## config.mk

```make
export PLATFORM = sky130hd
export DESIGN_NAME = paddle_ctrl_flat
export DESIGN_NICKNAME = d
export VERILOG_FILES = /design/src/rtl/pong_pkg.sv /design/src/rtl/paddle_ctrl_if.sv /design/src/rtl/button_debounce.sv /design/src/rtl/paddle_ctrl.sv /design/src/flat_wrapper.sv
export SDC_FILE = /design/constraint.sdc
export NUM_CORES = 1
export LEC_CHECK = 0
export CAP_MARGIN = 20
export CORE_MARGIN = 2
export CORE_UTILIZATION = 45
export DETAILED_ROUTE_END_ITERATION = 6
export GPL_TIMING_DRIVEN = 1
export PLACE_DENSITY = 0.65
export SLEW_MARGIN = 25
export SYNTH_ARGS = -nofsm -noshare
export SYNTH_HDL_FRONTEND = slang
export SYNTH_SLANG_ARGS = --single-unit
```

## constraint.sdc

```tcl
create_clock -name clk -period 11 [get_ports clk]
set_clock_uncertainty 0.05 [all_clocks]
set_input_delay 3.3 -clock clk [delete_from_list [all_inputs] [get_ports clk]]
set_output_delay 3.3 -clock clk [all_outputs]
set_load 0.01 [all_outputs]
```

## src/rtl/pong_pkg.sv

```systemverilog
// Shared pong playfield geometry, paddle motion states and coordinate type.
// Consumed by the paddle, ball and display datapaths.
package pong_pkg;

    localparam int Y_WIDTH         = 10;
    localparam int TOP_BOUNDARY    = 3;
    localparam int BOTTOM_BOUNDARY = 477;
    localparam int LEFT_BOUNDARY   = 3;
    localparam int RIGHT_BOUNDARY  = 637;
    localparam int PADDLE_HEIGHT   = 46;
    localparam int PADDLE_WIDTH    = 7;
    localparam int BALL_SIZE       = 7;

    typedef enum logic [1:0] {
        HOLD = 2'd0,
        UP   = 2'd1,
        DOWN = 2'd2
    } paddle_move_t;

    typedef logic [Y_WIDTH-1:0] coord_t;

endpackage

```

## src/rtl/paddle_ctrl_if.sv

```systemverilog
// Paddle controller bundle: tick/recentre strobes, per-channel controls and ball Y in,
// flattened paddle positions and status flags out.
interface paddle_ctrl_if #(
    parameter int NUM_PADDLES = 2,
    parameter int Y_WIDTH     = 10
);
    logic                           tick;
    logic [NUM_PADDLES-1:0]         mode;
    logic [NUM_PADDLES-1:0]         btn_up;
    logic [NUM_PADDLES-1:0]         btn_down;
    logic [Y_WIDTH-1:0]             ball_y;
    logic                           recenter;
    logic [NUM_PADDLES*Y_WIDTH-1:0] paddle_y;
    logic [NUM_PADDLES-1:0]         at_limit;
    logic [NUM_PADDLES-1:0]         moving;

    modport master (
        output tick, mode, btn_up, btn_down, ball_y, recenter,
        input  paddle_y, at_limit, moving
    );

    modport slave (
        input  tick, mode, btn_up, btn_down, ball_y, recenter,
        output paddle_y, at_limit, moving
    );
endinterface

```

## src/rtl/button_debounce.sv

```systemverilog
// One push-button: 2-flop synchroniser, inversion to active-high, and a tick-qualified
// stability counter. Debounced level changes after DEBOUNCE_TICKS agreeing ticks.
module button_debounce #(
    parameter int DEBOUNCE_TICKS = 3
) (
    input  logic clk,
    input  logic reset,
    input  logic tick,
    input  logic btn_n,
    output logic pressed
);
    localparam int CW = $clog2(DEBOUNCE_TICKS + 1);

    logic [1:0]    sync_q, sync_d;
    logic          deb_q, deb_d;
    logic [CW-1:0] cnt_q, cnt_d;
    logic          level;

    assign level   = ~sync_q[1];
    assign pressed = deb_q;

    always_comb begin
        sync_d = {sync_q[0], btn_n};
        deb_d  = deb_q;
        cnt_d  = cnt_q;
        if (tick) begin
            if (level != deb_q) begin
                if (cnt_q == CW'(DEBOUNCE_TICKS - 1)) begin
                    deb_d = level;
                    cnt_d = '0;
                end else begin
                    cnt_d = cnt_q + 1'b1;
                end
            end else begin
                cnt_d = '0;
            end
        end
    end

    always_ff @(posedge clk or negedge reset) begin
        if (!reset) begin
            sync_q <= 2'b11;
            deb_q  <= 1'b0;
            cnt_q  <= '0;
        end else begin
            sync_q <= sync_d;
            deb_q  <= deb_d;
            cnt_q  <= cnt_d;
        end
    end

endmodule

```

## src/rtl/paddle_ctrl.sv

```systemverilog
// Per-channel paddle position: player (debounced buttons) or AI (tracks ball), clamped
// to the playfield. New paddle_y one clk after tick; recenter overrides tick.
module paddle_ctrl
    import pong_pkg::*;
#(
    parameter int NUM_PADDLES     = 2,
    parameter int Y_WIDTH         = pong_pkg::Y_WIDTH,
    parameter int TOP_BOUNDARY    = pong_pkg::TOP_BOUNDARY,
    parameter int BOTTOM_BOUNDARY = pong_pkg::BOTTOM_BOUNDARY,
    parameter int PADDLE_HEIGHT   = pong_pkg::PADDLE_HEIGHT,
    parameter int BALL_SIZE       = pong_pkg::BALL_SIZE,
    parameter int PLAYER_STEP     = 4,
    parameter int AI_STEP         = 3,
    parameter int AI_DEADBAND     = 4,
    parameter int DEBOUNCE_TICKS  = 3,
    parameter int RESET_Y         = 217
) (
    input  logic          clk,
    input  logic          reset,
    paddle_ctrl_if.slave  pif
);
    localparam int MIN_Y = TOP_BOUNDARY;
    localparam int MAX_Y = BOTTOM_BOUNDARY - PADDLE_HEIGHT;
    localparam int SW    = Y_WIDTH + 2;

    typedef logic signed [SW-1:0] sval_t;

    localparam sval_t MIN_S       = sval_t'(MIN_Y);
    localparam sval_t MAX_S       = sval_t'(MAX_Y);
    localparam sval_t HALF_BALL   = sval_t'(BALL_SIZE / 2);
    localparam sval_t HALF_PADDLE = sval_t'(PADDLE_HEIGHT / 2);
    localparam sval_t PLAYER_S    = sval_t'(PLAYER_STEP);
    localparam sval_t AI_S        = sval_t'(AI_STEP);
    localparam sval_t DEAD_S      = sval_t'(AI_DEADBAND);
    localparam sval_t NEG_DEAD_S  = sval_t'(-AI_DEADBAND);

    localparam logic [Y_WIDTH-1:0] MIN_C   = Y_WIDTH'(MIN_Y);
    localparam logic [Y_WIDTH-1:0] MAX_C   = Y_WIDTH'(MAX_Y);
    localparam logic [Y_WIDTH-1:0] RESET_C = Y_WIDTH'(RESET_Y);
    localparam logic RESET_AT_LIMIT = (RESET_Y == MIN_Y) || (RESET_Y == MAX_Y);

    if (RESET_Y < MIN_Y || RESET_Y > MAX_Y) begin : g_bad_reset_y
        $error("paddle_ctrl: RESET_Y outside [MIN_Y, MAX_Y]");
    end

    logic [NUM_PADDLES-1:0] up_pressed;
    logic [NUM_PADDLES-1:0] down_pressed;

    for (genvar g = 0; g < NUM_PADDLES; g++) begin : g_chan
        button_debounce #(.DEBOUNCE_TICKS(DEBOUNCE_TICKS)) u_deb_up (
            .clk     (clk),
            .reset   (reset),
            .tick    (pif.tick),
            .btn_n   (pif.btn_up[g]),
            .pressed (up_pressed[g])
        );

        button_debounce #(.DEBOUNCE_TICKS(DEBOUNCE_TICKS)) u_deb_down (
            .clk     (clk),
            .reset   (reset),
            .tick    (pif.tick),
            .btn_n   (pif.btn_down[g]),
            .pressed (down_pressed[g])
        );

        paddle_move_t       state_q, state_d, move_sel;
        logic [Y_WIDTH-1:0] y_q, y_d;
        logic               moving_q, moving_d;
        logic               at_limit_q, at_limit_d;
        sval_t              aim, centre, err, err_abs, step, cur, y_move, y_clamped;

        always_comb begin
            cur     = $signed({2'b00, y_q});
            aim     = $signed({2'b00, pif.ball_y}) + HALF_BALL;
            centre  = cur + HALF_PADDLE;
            err     = aim - centre;
            err_abs = err[SW-1] ? -err : err;

            move_sel = HOLD;
            step     = PLAYER_S;
            if (pif.mode[g]) begin
                step = (err_abs < AI_S) ? err_abs : AI_S;
                if (err < NEG_DEAD_S) begin
                    move_sel = UP;
                end else if (err > DEAD_S) begin
                    move_sel = DOWN;
                end
            end else if (up_pressed[g] && !down_pressed[g]) begin
                move_sel = UP;
            end else if (down_pressed[g] && !up_pressed[g]) begin
                move_sel = DOWN;
            end

            // Screen Y grows downward, so UP subtracts.
            case (move_sel)
                UP:      y_move = cur - step;
                DOWN:    y_move = cur + step;
                default: y_move = cur;
            endcase

            if (y_move < MIN_S) begin
                y_clamped = MIN_S;
            end else if (y_move > MAX_S) begin
                y_clamped = MAX_S;
            end else begin
                y_clamped = y_move;
            end

            state_d    = state_q;
            y_d        = y_q;
            moving_d   = moving_q;
            at_limit_d = at_limit_q;
            if (pif.recenter) begin
                state_d    = HOLD;
                y_d        = RESET_C;
                moving_d   = 1'b0;
                at_limit_d = RESET_AT_LIMIT;
            end else if (pif.tick) begin
                state_d    = move_sel;
                y_d        = y_clamped[Y_WIDTH-1:0];
                moving_d   = (y_d != y_q);
                at_limit_d = (y_d == MIN_C) || (y_d == MAX_C);
            end
        end

        always_ff @(posedge clk or negedge reset) begin
            if (!reset) begin
                state_q    <= HOLD;
                y_q        <= RESET_C;
                moving_q   <= 1'b0;
                at_limit_q <= 1'b0;
            end else begin
                state_q    <= state_d;
                y_q        <= y_d;
                moving_q   <= moving_d;
                at_limit_q <= at_limit_d;
            end
        end

        assign pif.paddle_y[g*Y_WIDTH +: Y_WIDTH] = y_q;
        assign pif.at_limit[g]                    = at_limit_q;
        assign pif.moving[g]                      = moving_q;
    end

endmodule

```

## src/flat_wrapper.sv

```systemverilog
// flat-port wrapper written by rule: the top's interface ports become plain ports
module paddle_ctrl_flat import pong_pkg::*;
#(
    parameter int NUM_PADDLES     = 2,
    parameter int Y_WIDTH         = pong_pkg::Y_WIDTH,
    parameter int TOP_BOUNDARY    = pong_pkg::TOP_BOUNDARY,
    parameter int BOTTOM_BOUNDARY = pong_pkg::BOTTOM_BOUNDARY,
    parameter int PADDLE_HEIGHT   = pong_pkg::PADDLE_HEIGHT,
    parameter int BALL_SIZE       = pong_pkg::BALL_SIZE,
    parameter int PLAYER_STEP     = 4,
    parameter int AI_STEP         = 3,
    parameter int AI_DEADBAND     = 4,
    parameter int DEBOUNCE_TICKS  = 3,
    parameter int RESET_Y         = 217
)
  (clk, reset, pif_tick, pif_mode, pif_btn_up, pif_btn_down, pif_ball_y, pif_recenter, pif_paddle_y, pif_at_limit, pif_moving);
  paddle_ctrl_if #(.NUM_PADDLES(NUM_PADDLES), .Y_WIDTH(Y_WIDTH)) pif_i ();
  input  logic clk;
  input  logic reset;
  input wire logic [$bits(pif_i.tick)-1:0] pif_tick;
  input wire logic [$bits(pif_i.mode)-1:0] pif_mode;
  input wire logic [$bits(pif_i.btn_up)-1:0] pif_btn_up;
  input wire logic [$bits(pif_i.btn_down)-1:0] pif_btn_down;
  input wire logic [$bits(pif_i.ball_y)-1:0] pif_ball_y;
  input wire logic [$bits(pif_i.recenter)-1:0] pif_recenter;
  output wire logic [$bits(pif_i.paddle_y)-1:0] pif_paddle_y;
  output wire logic [$bits(pif_i.at_limit)-1:0] pif_at_limit;
  output wire logic [$bits(pif_i.moving)-1:0] pif_moving;
  assign pif_i.tick = pif_tick;
  assign pif_i.mode = pif_mode;
  assign pif_i.btn_up = pif_btn_up;
  assign pif_i.btn_down = pif_btn_down;
  assign pif_i.ball_y = pif_ball_y;
  assign pif_i.recenter = pif_recenter;
  assign pif_paddle_y = pif_i.paddle_y;
  assign pif_at_limit = pif_i.at_limit;
  assign pif_moving = pif_i.moving;
  paddle_ctrl #(.NUM_PADDLES(NUM_PADDLES), .Y_WIDTH(Y_WIDTH), .TOP_BOUNDARY(TOP_BOUNDARY), .BOTTOM_BOUNDARY(BOTTOM_BOUNDARY), .PADDLE_HEIGHT(PADDLE_HEIGHT), .BALL_SIZE(BALL_SIZE), .PLAYER_STEP(PLAYER_STEP), .AI_STEP(AI_STEP), .AI_DEADBAND(AI_DEADBAND), .DEBOUNCE_TICKS(DEBOUNCE_TICKS), .RESET_Y(RESET_Y)) u_core (.clk(clk), .reset(reset), .pif(pif_i));
endmodule
```

### After elaboration in Yosys (flattened, before gate mapping)

Index checks and enable logic that the tools add are counted.

| word-level totals | value |
|---|---|
| bits in registers | 44 |
| bits in latches | 0 |
| memory bits (writable) | 0 |
| memory bits (read-only) | 0 |
| bits of input ports | 20 |
| output and inout bits | 24 |
| logic and storage cells | 122 |
| memories | 0 |

| cells by class | value |
|---|---|
| $add $sub $neg | 15 |
| $mul | 0 |
| divide/modulo/power cells | 0 |
| order comparisons | 10 |
| eq/ne operators | 18 |
| shift operators | 0 |
| mux-type cells | 42 |
| bitwise logic cells | 4 |
| reduce and logical (&&, ||, !) cells | 15 |

Operators by type and width:

| kind | count |
|---|---|
| $mux W10 | 8 |
| $lt A12 B3 Y1 const B | 6 |
| $mux W12 | 6 |
| $pmux W12 S2 | 2 |
| $mux W2 | 18 |
| $add A11 B12 Y12 | 2 |
| $gt A12 B10 Y1 const B | 2 |
| $gt A12 B4 Y1 const B | 2 |
| $neg A12 Y12 | 2 |
| $sub A11 B12 Y12 | 2 |
| $sub A12 B12 Y12 | 2 |
| $add A10 B5 Y11 const B | 2 |
| $eq A10 B2 Y1 const B | 2 |
| $eq A10 B9 Y1 const B | 2 |
| $ne A10 B10 Y1 | 2 |
| $eq A2 B2 Y1 const B | 6 |
| $reduce_and A3 Y1 | 4 |
| $add A10 B2 Y11 const B | 1 |
| $add A2 B1 Y2 const B | 4 |
| $mux W1 | 8 |
| $eq A2 B1 Y1 const B | 2 |
| $logic_and A1 B1 Y1 | 4 |
| $logic_not A1 Y1 | 4 |
| $ne A1 B1 Y1 | 4 |
| 3 further kinds | 7 |

### Logic depth before layout (Yosys ltp)

Gate-level depths: netlist of the first run.

| logic depth | value |
|---|---|
| depth after elaboration | 16 |
| depth in mapped cells | 45 |
| mapped depth without buffers | 42 |

### Modules after synthesis

From an unflattened synthesis of the first run, not the netlist that was laid out.

| second synthesis, totals | value |
|---|---|
| cell total of the unflattened synthesis | 979 |
| area, all modules | 7,379.6 um^2 |

By module, submodules not included:

| module | instances | cells each | area each (um^2) | seq. area each (um^2) |
|---|---|---|---|---|
| paddle_ctrl | 1 | 919 | 6,603.8 | 613.1 |
| button_debounce | 4 | 15 | 193.9 | 127.6 |

### Worst setup path after synthesis of the first run

OpenSTA, ideal clock, no wires.

| path | value |
|---|---|
| kind | in2reg |
| start | in pif_ball_y[0] |
| end | reg u_core.g_chan[0].moving_q |
| library setup time | 134 ps |
| arrival time | 10,855 ps |
| data required time | 10,816 ps |
| slack | -39 ps |
| cell stages on the path | 39 |
| buffers on the path | 2 |
| cells stage by stage | inv_1 ha_1 nand3b_1 xnor2_1 ha_1 clkbuf_1 a21o_1 a31o_2 a2111o_1 o21a_1 xnor2_1 a31oi_4 xnor2_1 nand4_1 a21oi_1 nand3_1 ha_1 nor2b_1 (+3 left out) nor2_1 xnor2_1 ha_1 a21oi_1 nand2_1 a31oi_1 o21bai_1 a21oi_1 o21bai_1 a21oi_1 xnor2_1 a21oi_1 o32a_4 or2_4 a211o_1 a22oi_1 a41o_1 o221ai_2 |

| on the way | value |
|---|---|
| longest elaborated chain between the ends | 15 |
| elaborated cells on any way between the ends | 24 |
| classes of those cells | add/sub (5); order compare (5); eq/ne (3); mux (11) |

RTL lines:

| item | line | source |
|---|---|---|
| from (decl) | flat_wrapper.sv:24 | `input wire logic [$bits(pif_i.ball_y)-1:0] pif_ball_y;` |
| $add A10 B2 Y11 * | paddle_ctrl.sv:74 | `aim = $signed({2'b00, pif.ball_y}) + HALF_BALL;` |
| $sub A12 B12 Y12 * | paddle_ctrl.sv:76 | `err = aim - centre;` |
| $neg A12 Y12 | paddle_ctrl.sv:77 | `err_abs = err[SW-1] ? -err : err;` |
| $mux W12 | paddle_ctrl.sv:77 |  |
| $lt A12 B3 Y1 | paddle_ctrl.sv:82 | `step = (err_abs < AI_S) ? err_abs : AI_S;` |
| $mux W12 | paddle_ctrl.sv:82 |  |
| $mux W12 | paddle_ctrl.sv:81 | `if (pif.mode[g]) begin` |
| $add A11 B12 Y12 / $sub A11 B12 Y12 (equally long branches) | paddle_ctrl.sv:97, paddle_ctrl.sv:96 |  |
| $pmux W12 S2 * | paddle_ctrl.sv:95 | `case (move_sel)` |
| $gt A12 B10 Y1 | paddle_ctrl.sv:103 | `end else if (y_move > MAX_S) begin` |
| $mux W10 | paddle_ctrl.sv:103 |  |
| $mux W10 * | paddle_ctrl.sv:101 | `if (y_move < MIN_S) begin` |
| $ne A10 B10 Y1 * | paddle_ctrl.sv:121 | `moving_d = (y_d != y_q);` |
| $mux W1 * | paddle_ctrl.sv:118 | `end else if (pif.tick) begin` |
| $mux W1 * | paddle_ctrl.sv:113 | `if (pif.recenter) begin` |
| to (signal assigned) | paddle_ctrl.sv:135 | `moving_q <= moving_d;` |
| to (decl) | paddle_ctrl.sv:68 | `logic moving_q, moving_d;` |

Every way passes the cells marked *; elsewhere a longest branch is shown, timed or not. The select of a mux whose other input is x is not followed.
A chain may end at the register's enable or synchronous reset.

### Worst setup path in the final report of the first run

| path | value |
|---|---|
| start | in pif_ball_y[2] |
| end | reg u_core.g_chan[0].moving_q |

The elaborated chain is that of the path after synthesis.

==> impl_metrics.env, run 1 <==
export IMPL_cp_end_kind="flop"
export IMPL_row_count=45
export IMPL_diodes=0
export IMPL_min_path_type="flop to flop"
export IMPL_antenna_found_initial=0
export IMPL_setup_violations=0
export IMPL_start_util_pct=46.34
export IMPL_die_h_microns=129.6
export IMPL_syn_area_sq_um=7097
export IMPL_synth_main_ff_cell="dfrtp_1"
export IMPL_finalMaxSlewViolations=0
export IMPL_track_usage_pct=25.15
export IMPL_drtPass1Iterations=5
export IMPL_grt_max_degree=45
export IMPL_status="finished, final reports clean"
export IMPL_synth_async_reset_ratio_pct=100.0
export IMPL_fmax_ghz=0.09409
export IMPL_grt_pass1_wl_microns=34640
export IMPL_routed_wl_microns=21490
export IMPL_htree_num_levels=2
export IMPL_hold_buffers=0
export IMPL_insertion_delay_ns=0.29
export IMPL_die_area_sq_um=16790
export IMPL_place_hpwl_microns=16690
export IMPL_clock_path_buffers=2
export IMPL_routabilityCongestion=0.9545
export IMPL_yosys_warnings=0
export IMPL_drt_iter0_drc=539
export IMPL_worst_path_max_delay_cell="clkdlybuf4s50_1"
export IMPL_via_per_inst=5.771
export IMPL_wl_per_cell_microns=15.81
export IMPL_hold_viol_final=0
export IMPL_synth_area_top_cells="ha_1, dfrtp_1, xnor2_1, dfstp_2, a21oi_1"
export IMPL_fin_setup_tns_ns=0
export IMPL_ant_nets=0
export IMPL_synth_edf_count=0
export IMPL_drc=0
export IMPL_cp_max_fo=6
export IMPL_die_width_microns=129.6
export IMPL_gr_total_overflow=0
export IMPL_cts_made_buffers=5
export IMPL_synth_nets=1016
export IMPL_post_synth_inst_count=935
export IMPL_maxCapViolCount=0
export IMPL_avgSynthCellArea_sq_um=7.590
export IMPL_cts_tree="built"
export IMPL_yosysTopAreaCellShare_pct=10.05
export IMPL_relSlewSlack_pct=40.67
export IMPL_io_pin_count=44
export IMPL_yosysSeqAreaShare_pct=15.83
export IMPL_clockRootBuffer="clkbuf_16"
export IMPL_cp_data_required_time_ns=11.11
export IMPL_area_growth_pct=36.94
export IMPL_ys_seq_elements=44
export IMPL_cts_clk_slew_worst_paths_ns=0.06
export IMPL_cp_arrival_ns=10.74
export IMPL_cpPeakStageDelay_ns=0.58
export IMPL_port_buffers=43
export IMPL_fin_nets=1228
export IMPL_clock_sinks=44
export IMPL_synth_top_area_cell="ha_1"
export IMPL_tightest_slew_ns=0.8871
export IMPL_vias=7843
export IMPL_post_route_period_util_pct=96.62
export IMPL_drive_gt1_share_pct=28.66
export IMPL_grt_pass1_vias=7267
export IMPL_startpoint_type="input port"
export IMPL_synth_cell_types=94
export IMPL_coreArea_sq_um=15310
export IMPL_crit_type="input port to flop"
export IMPL_fin_crit_ns=10.63
[sequential cells by signal (all words and copies together), names as in the netlist]
name,count
u_core.g_chan.y_q,20
u_core.g_chan.u_deb_down.cnt_q,4
u_core.g_chan.u_deb_down.sync_q,4
u_core.g_chan.u_deb_up.cnt_q,4
u_core.g_chan.u_deb_up.sync_q,4
u_core.g_chan.at_limit_q,2
u_core.g_chan.moving_q,2
u_core.g_chan.u_deb_down.pressed,2
u_core.g_chan.u_deb_up.pressed,2
[cell type report]
cell class	count	area (sq um)
multi-input combinational	802	6023
inverter	46	172.7
clock inverter	1	7.507
fill	1407	5597
clock buffer	7	142.6
tap	211	264.0
sequential	44	1124
timing repair buffer	248	1984
[repair_timing]
| action | CTS | global route |
|---|---|---|
| setup endpoints to repair | 3 | 22 |
| setup buffers | 0 | 11 |
| pin swaps | 1 | 50 |
| cloned | 0 | 0 |
| gates resized for setup | 9 | 75 |
[routing by layer]
layer  global-route usage [%]  part of all wire [%]  up-vias
met5                        0                     0        -
li1                         -                     -     3849
met4                    6.135                   1.8        0
met1                    33.29                    45     3742
met3                    2.230                   3.8       38
met2                    44.29                    49      214
[cells by family after synthesis]
kind of cell	Yosys count	synth area share (%)
AND/OR/NAND/NOR	328	23.15
XOR/XNOR	100	13.24
multiplexers	16	2.451
flip-flops	44	15.83
buffers and inverters	89	5.130
AO/OA/AOI/OAI	297	29.02
adder cells (fa/ha/maj)	61	11.18
[cells in the final DEF (no fill, tap or decap), types with 8 or more instances in the layout]
master,instances
buf_4,205
nor2_1,79
a21oi_1,74
nand2_1,73
ha_1,53
xnor2_1,52
inv_1,45
o21ai_0,43
clkdlybuf4s50_1,40
nand3_1,35
xor2_1,30
dfrtp_1,26
nor3_1,23
a21o_1,18
dfstp_2,18
nand2b_1,15
a31oi_1,15
a21oi_2,12
and3_1,12
xnor2_2,12
and2_1,11
mux2i_1,11
o21bai_1,11
o211ai_1,8
o21a_1,8
o22ai_1,8
[worst max-delay path: cells and delay by family]
| kind | cells | cell delay (ns) |
|---|---|---|
| AOI/OAI and AO/OA | 20 | 3.61 |
| and+or+nand+nor | 9 | 1.24 |
| xor gates and xnor gates | 5 | 0.98 |
| adders and majority gates | 3 | 0.85 |
| buffers and inverters | 2 | 0.75 |
[synthesized netlist by cell type (18+ instances only)]
cell and n:
nand3_1 36, xnor2_1 63, nor3_1 29, a31oi_1 18, dfrtp_1 26, clkbuf_1 31, a21oi_1 86, nand2_1 75
ha_1 57, o21ai_0 48, inv_1 45, nor2_1 81, a21o_1 18, xor2_1 32, dfstp_2 18
[worst paths after layout]
| kind | startpoint | to | slack, ns | cells after the start |
|---|---|---|---|---|
| min | u_core.g_chan[0].u_deb_up.sync_q[0]$_DFF_PN1_ | u_core.g_chan[0].u_deb_up.sync_q[1]$_DFF_PN1_ | 0.30 | 0 |
| max in group asynchronous | reset | u_core.g_chan[1].y_q[6]$_DFFE_PN1P_ | 7.56 | 1 |
| min reg2reg | u_core.g_chan[0].u_deb_up.sync_q[0]$_DFF_PN1_ | u_core.g_chan[0].u_deb_up.sync_q[1]$_DFF_PN1_ | 0.30 | 0 |
| max | pif_ball_y[2] | u_core.g_chan[0].moving_q$_DFFE_PN0P_ | 0.37 | 39 |
| min in group asynchronous | reset | u_core.g_chan[0].at_limit_q$_DFFE_PN0P_ | 2.95 | 1 |
| max reg2reg | u_core.g_chan[0].y_q[0]$_DFFE_PN1P_ | u_core.g_chan[0].moving_q$_DFFE_PN0P_ | 2.92 | 42 |
[stage by stage]
step	area (sq um)	util [%]	std cells	setup slack, ns	hold WS (ns)
2_1_floorplan	7104	-	935	0.1722	0.2952
3_3_place_gp	9071	59.23	1340	-0.3353	0.2963
3_5_place_dp	9071	59.23	1340	-0.4455	0.2970
4_1_cts	9259	60.46	1348	0.006006	0.3060
5_1_grt	9718	63.46	1359	-0.1337	0.3065
6_report	9718	63.46	1359	0.3714	0.3044
Power of run 1 is not shown: default switching activity piles up to over one toggle a cycle in this logic, so the estimate is an artifact.
==> run 2: changes to the inputs <==
--- a/config.mk
+++ b/config.mk
@@ -10,6 +10,7 @@
 export CORE_UTILIZATION = 45
 export DETAILED_ROUTE_END_ITERATION = 6
 export GPL_TIMING_DRIVEN = 1
+export HOLD_SLACK_MARGIN = 0.02
 export PLACE_DENSITY = 0.65
 export SLEW_MARGIN = 25
 export SYNTH_ARGS = -nofsm -noshare
==> results of run 2 <==
The final DEF is identical to that of run 1; final timing and power are the same.
Power of run 2 is left out for the same reason.
==> run 3: changes to the inputs <==
--- a/config.mk
+++ b/config.mk
@@ -6,12 +6,14 @@
 export NUM_CORES = 1
 export LEC_CHECK = 0
 export CAP_MARGIN = 20
+export CELL_PAD_IN_SITES_DETAIL_PLACEMENT = 0
+export CELL_PAD_IN_SITES_GLOBAL_PLACEMENT = 1
 export CORE_MARGIN = 2
 export CORE_UTILIZATION = 45
 export DETAILED_ROUTE_END_ITERATION = 6
 export GPL_TIMING_DRIVEN = 1
 export HOLD_SLACK_MARGIN = 0.02
-export PLACE_DENSITY = 0.65
+export PLACE_DENSITY = 0.83
 export SLEW_MARGIN = 25
 export SYNTH_ARGS = -nofsm -noshare
 export SYNTH_HDL_FRONTEND = slang
==> run 3 against run 2 <==
Compared with the run above: non-clock buffer count increased by 3; hold slack about the same; fmax decreased by 1.0%; core utilization decreased by 0.38 points; final cell count increased by 0.22%; global-route usage increased by 0.44 points; cell area decreased by 0.59%; critical path depth increased by 4; first-iteration DRC count increased by 3.9%; flip-flop and latch count unchanged.
==> impl_metrics.env, run 3 (same netlist as run 1, synthesis figures left out) <==
export IMPL_htree_num_levels=2
export IMPL_worst_path_max_delay_cell="clkdlybuf4s50_1"
export IMPL_start_util_pct=46.34
export IMPL_cp_data_required_time_ns=11.11
export IMPL_place_hpwl_microns=17160
export IMPL_row_count=45
export IMPL_path_common_cell="buf_4"
export IMPL_die_width_microns=129.6
export IMPL_hold_buffers=0
export IMPL_status="finished, final reports clean"
export IMPL_min_path_type="flop to flop"
export IMPL_gr_total_overflow=0
export IMPL_diodes=0
export IMPL_coreArea_sq_um=15310
export IMPL_cpLargestDelayFamily="compound AO/OA/AOI/OAI gates"
export IMPL_maxCapViolCount=0
export IMPL_final_cells=1362
export IMPL_grt_pass1_vias=7467
export IMPL_crit_type="input port to flop"
export IMPL_placed_cells=1343
export IMPL_routabilityCongestion=0.9416
export IMPL_final_util_pct=63.08
export IMPL_fin_crit_ns=10.74
export IMPL_clock_sinks=44
export IMPL_cp_max_fo=6
export IMPL_via_per_inst=5.739
export IMPL_largest_reg_flops=20
export IMPL_drive_gt1_share_pct=28.06
export IMPL_routed_wl_microns=22010
export IMPL_place_ws_ns=-0.3262
export IMPL_fin_ws_ns=0.2607
export IMPL_crit_buf_inv=6
export IMPL_drc=0
export IMPL_grt_pass1_wl_microns=35140
export IMPL_relSlewSlack_pct=37.45
export IMPL_ant_nets=0
export IMPL_fmax_ghz=0.09312
export IMPL_clock_path_buffers=2
export IMPL_cts_made_buffers=5
export IMPL_die_area_sq_um=16790
export IMPL_final_cell_mix="buf_4, nor2_1, a21oi_1"
export IMPL_mostFrequentLayoutCell="buf_4"
export IMPL_insertion_delay_ns=0.28
export IMPL_placed_area_sq_um=9081
export IMPL_port_buffers=43
export IMPL_cts_tree="built"
export IMPL_cp_arrival_ns=10.85
export IMPL_grt_max_degree=45
export IMPL_hold_viol_final=0
export IMPL_top_register="u_core.g_chan.y_q"
export IMPL_drtPass1Iterations=5
export IMPL_clockRootBuffer="clkbuf_16"
export IMPL_fin_nets=1231
export IMPL_die_h_microns=129.6
export IMPL_drt_iter0_drc=560
export IMPL_track_usage_pct=25.59
export IMPL_tightest_slew_ns=0.9353
export IMPL_cp_end_kind="flop"
export IMPL_startpoint_type="input port"
export IMPL_antenna_found_initial=0
export IMPL_post_route_period_util_pct=97.63
export IMPL_final_area_sq_um=9661
export IMPL_io_pin_count=44
export IMPL_setup_violations=0
export IMPL_finalMaxSlewViolations=0
export IMPL_cts_clk_slew_worst_paths_ns=0.06
export IMPL_cpPeakStageDelay_ns=0.54
export IMPL_area_growth_pct=36.12
export IMPL_vias=7816
export IMPL_wl_per_cell_microns=16.16
==> run 3: layer usage <==
| layer | vias up | wire length (microns) | GRT usage [%] | share of wire [%] |
|---|---|---|---|---|
| li1 | 3873 | - | - | - |
| met1 | 3692 | 9842 | 32.89 | 45 |
| met2 | 213 | 10800 | 45.64 | 49 |
| met3 | 38 | 878 | 2.931 | 4.0 |
| met4 | 0 | 489 | 6.452 | 2.2 |
| met5 | - | 0 | 0 | 0 |
==> run 3: area by class of cell <==
class	count	area [sq um]
Clock buffer	7	132.6
Sequential cell	44	1124
Tap cell	211	264.0
Inverter	46	172.7
Clock inverter	1	5.005
Multi-Input combinational cell	802	5968
Timing Repair Buffer	251	1994
Fill cell	1393	5654
==> run 3: worst paths after layout <==
kind | slack, ns | end | cells after the start | start
worst max-delay path | 0.26 | u_core.g_chan[0].moving_q$_DFFE_PN0P_ | 43 | pif_ball_y[3]
worst min-delay path | 0.30 | u_core.g_chan[0].u_deb_up.sync_q[1]$_DFF_PN1_ | 0 | u_core.g_chan[0].u_deb_up.sync_q[0]$_DFF_PN1_
worst max register to register | 2.74 | u_core.g_chan[0].moving_q$_DFFE_PN0P_ | 41 | u_core.g_chan[0].y_q[0]$_DFFE_PN1P_
worst min register to register | 0.30 | u_core.g_chan[0].u_deb_up.sync_q[1]$_DFF_PN1_ | 0 | u_core.g_chan[0].u_deb_up.sync_q[0]$_DFF_PN1_
max in group asynchronous | 7.57 | u_core.g_chan[0].y_q[0]$_DFFE_PN1P_ | 1 | reset
min in group asynchronous | 2.95 | u_core.g_chan[0].y_q[5]$_DFFE_PN0P_ | 1 | reset
==> run 3: worst register-to-register path, delay by kind of cell (launching register included) <==
family	cells	cell delay [ns]
flip-flops	1	0.62
AND/OR/NAND/NOR	10	1.31
AO/OA/AOI/OAI	21	3.90
adder cells (fa/ha/maj)	4	1.15
XOR/XNOR	3	0.67
buffers and inverters	3	0.47
==> run 3: metrics by stage <==
stage | TNS (ns) | hold slack, ns
global placement | -0.3827 | 0.2957
detailed placement | -1.601 | 0.2975
finish | 0 | 0.3044
global route | -0.2504 | 0.3075
floorplan | 0 | 0.2952
CTS | 0 | 0.3041
==> run 3: timing repair <==
item,4_1_cts,5_1_grt
gates resized for setup,2,75
setup endpoints to repair,2,22
setup buffers,0,11
pin swaps,0,50
gates cloned,0,0
Power of run 3 is left out for the same reason.
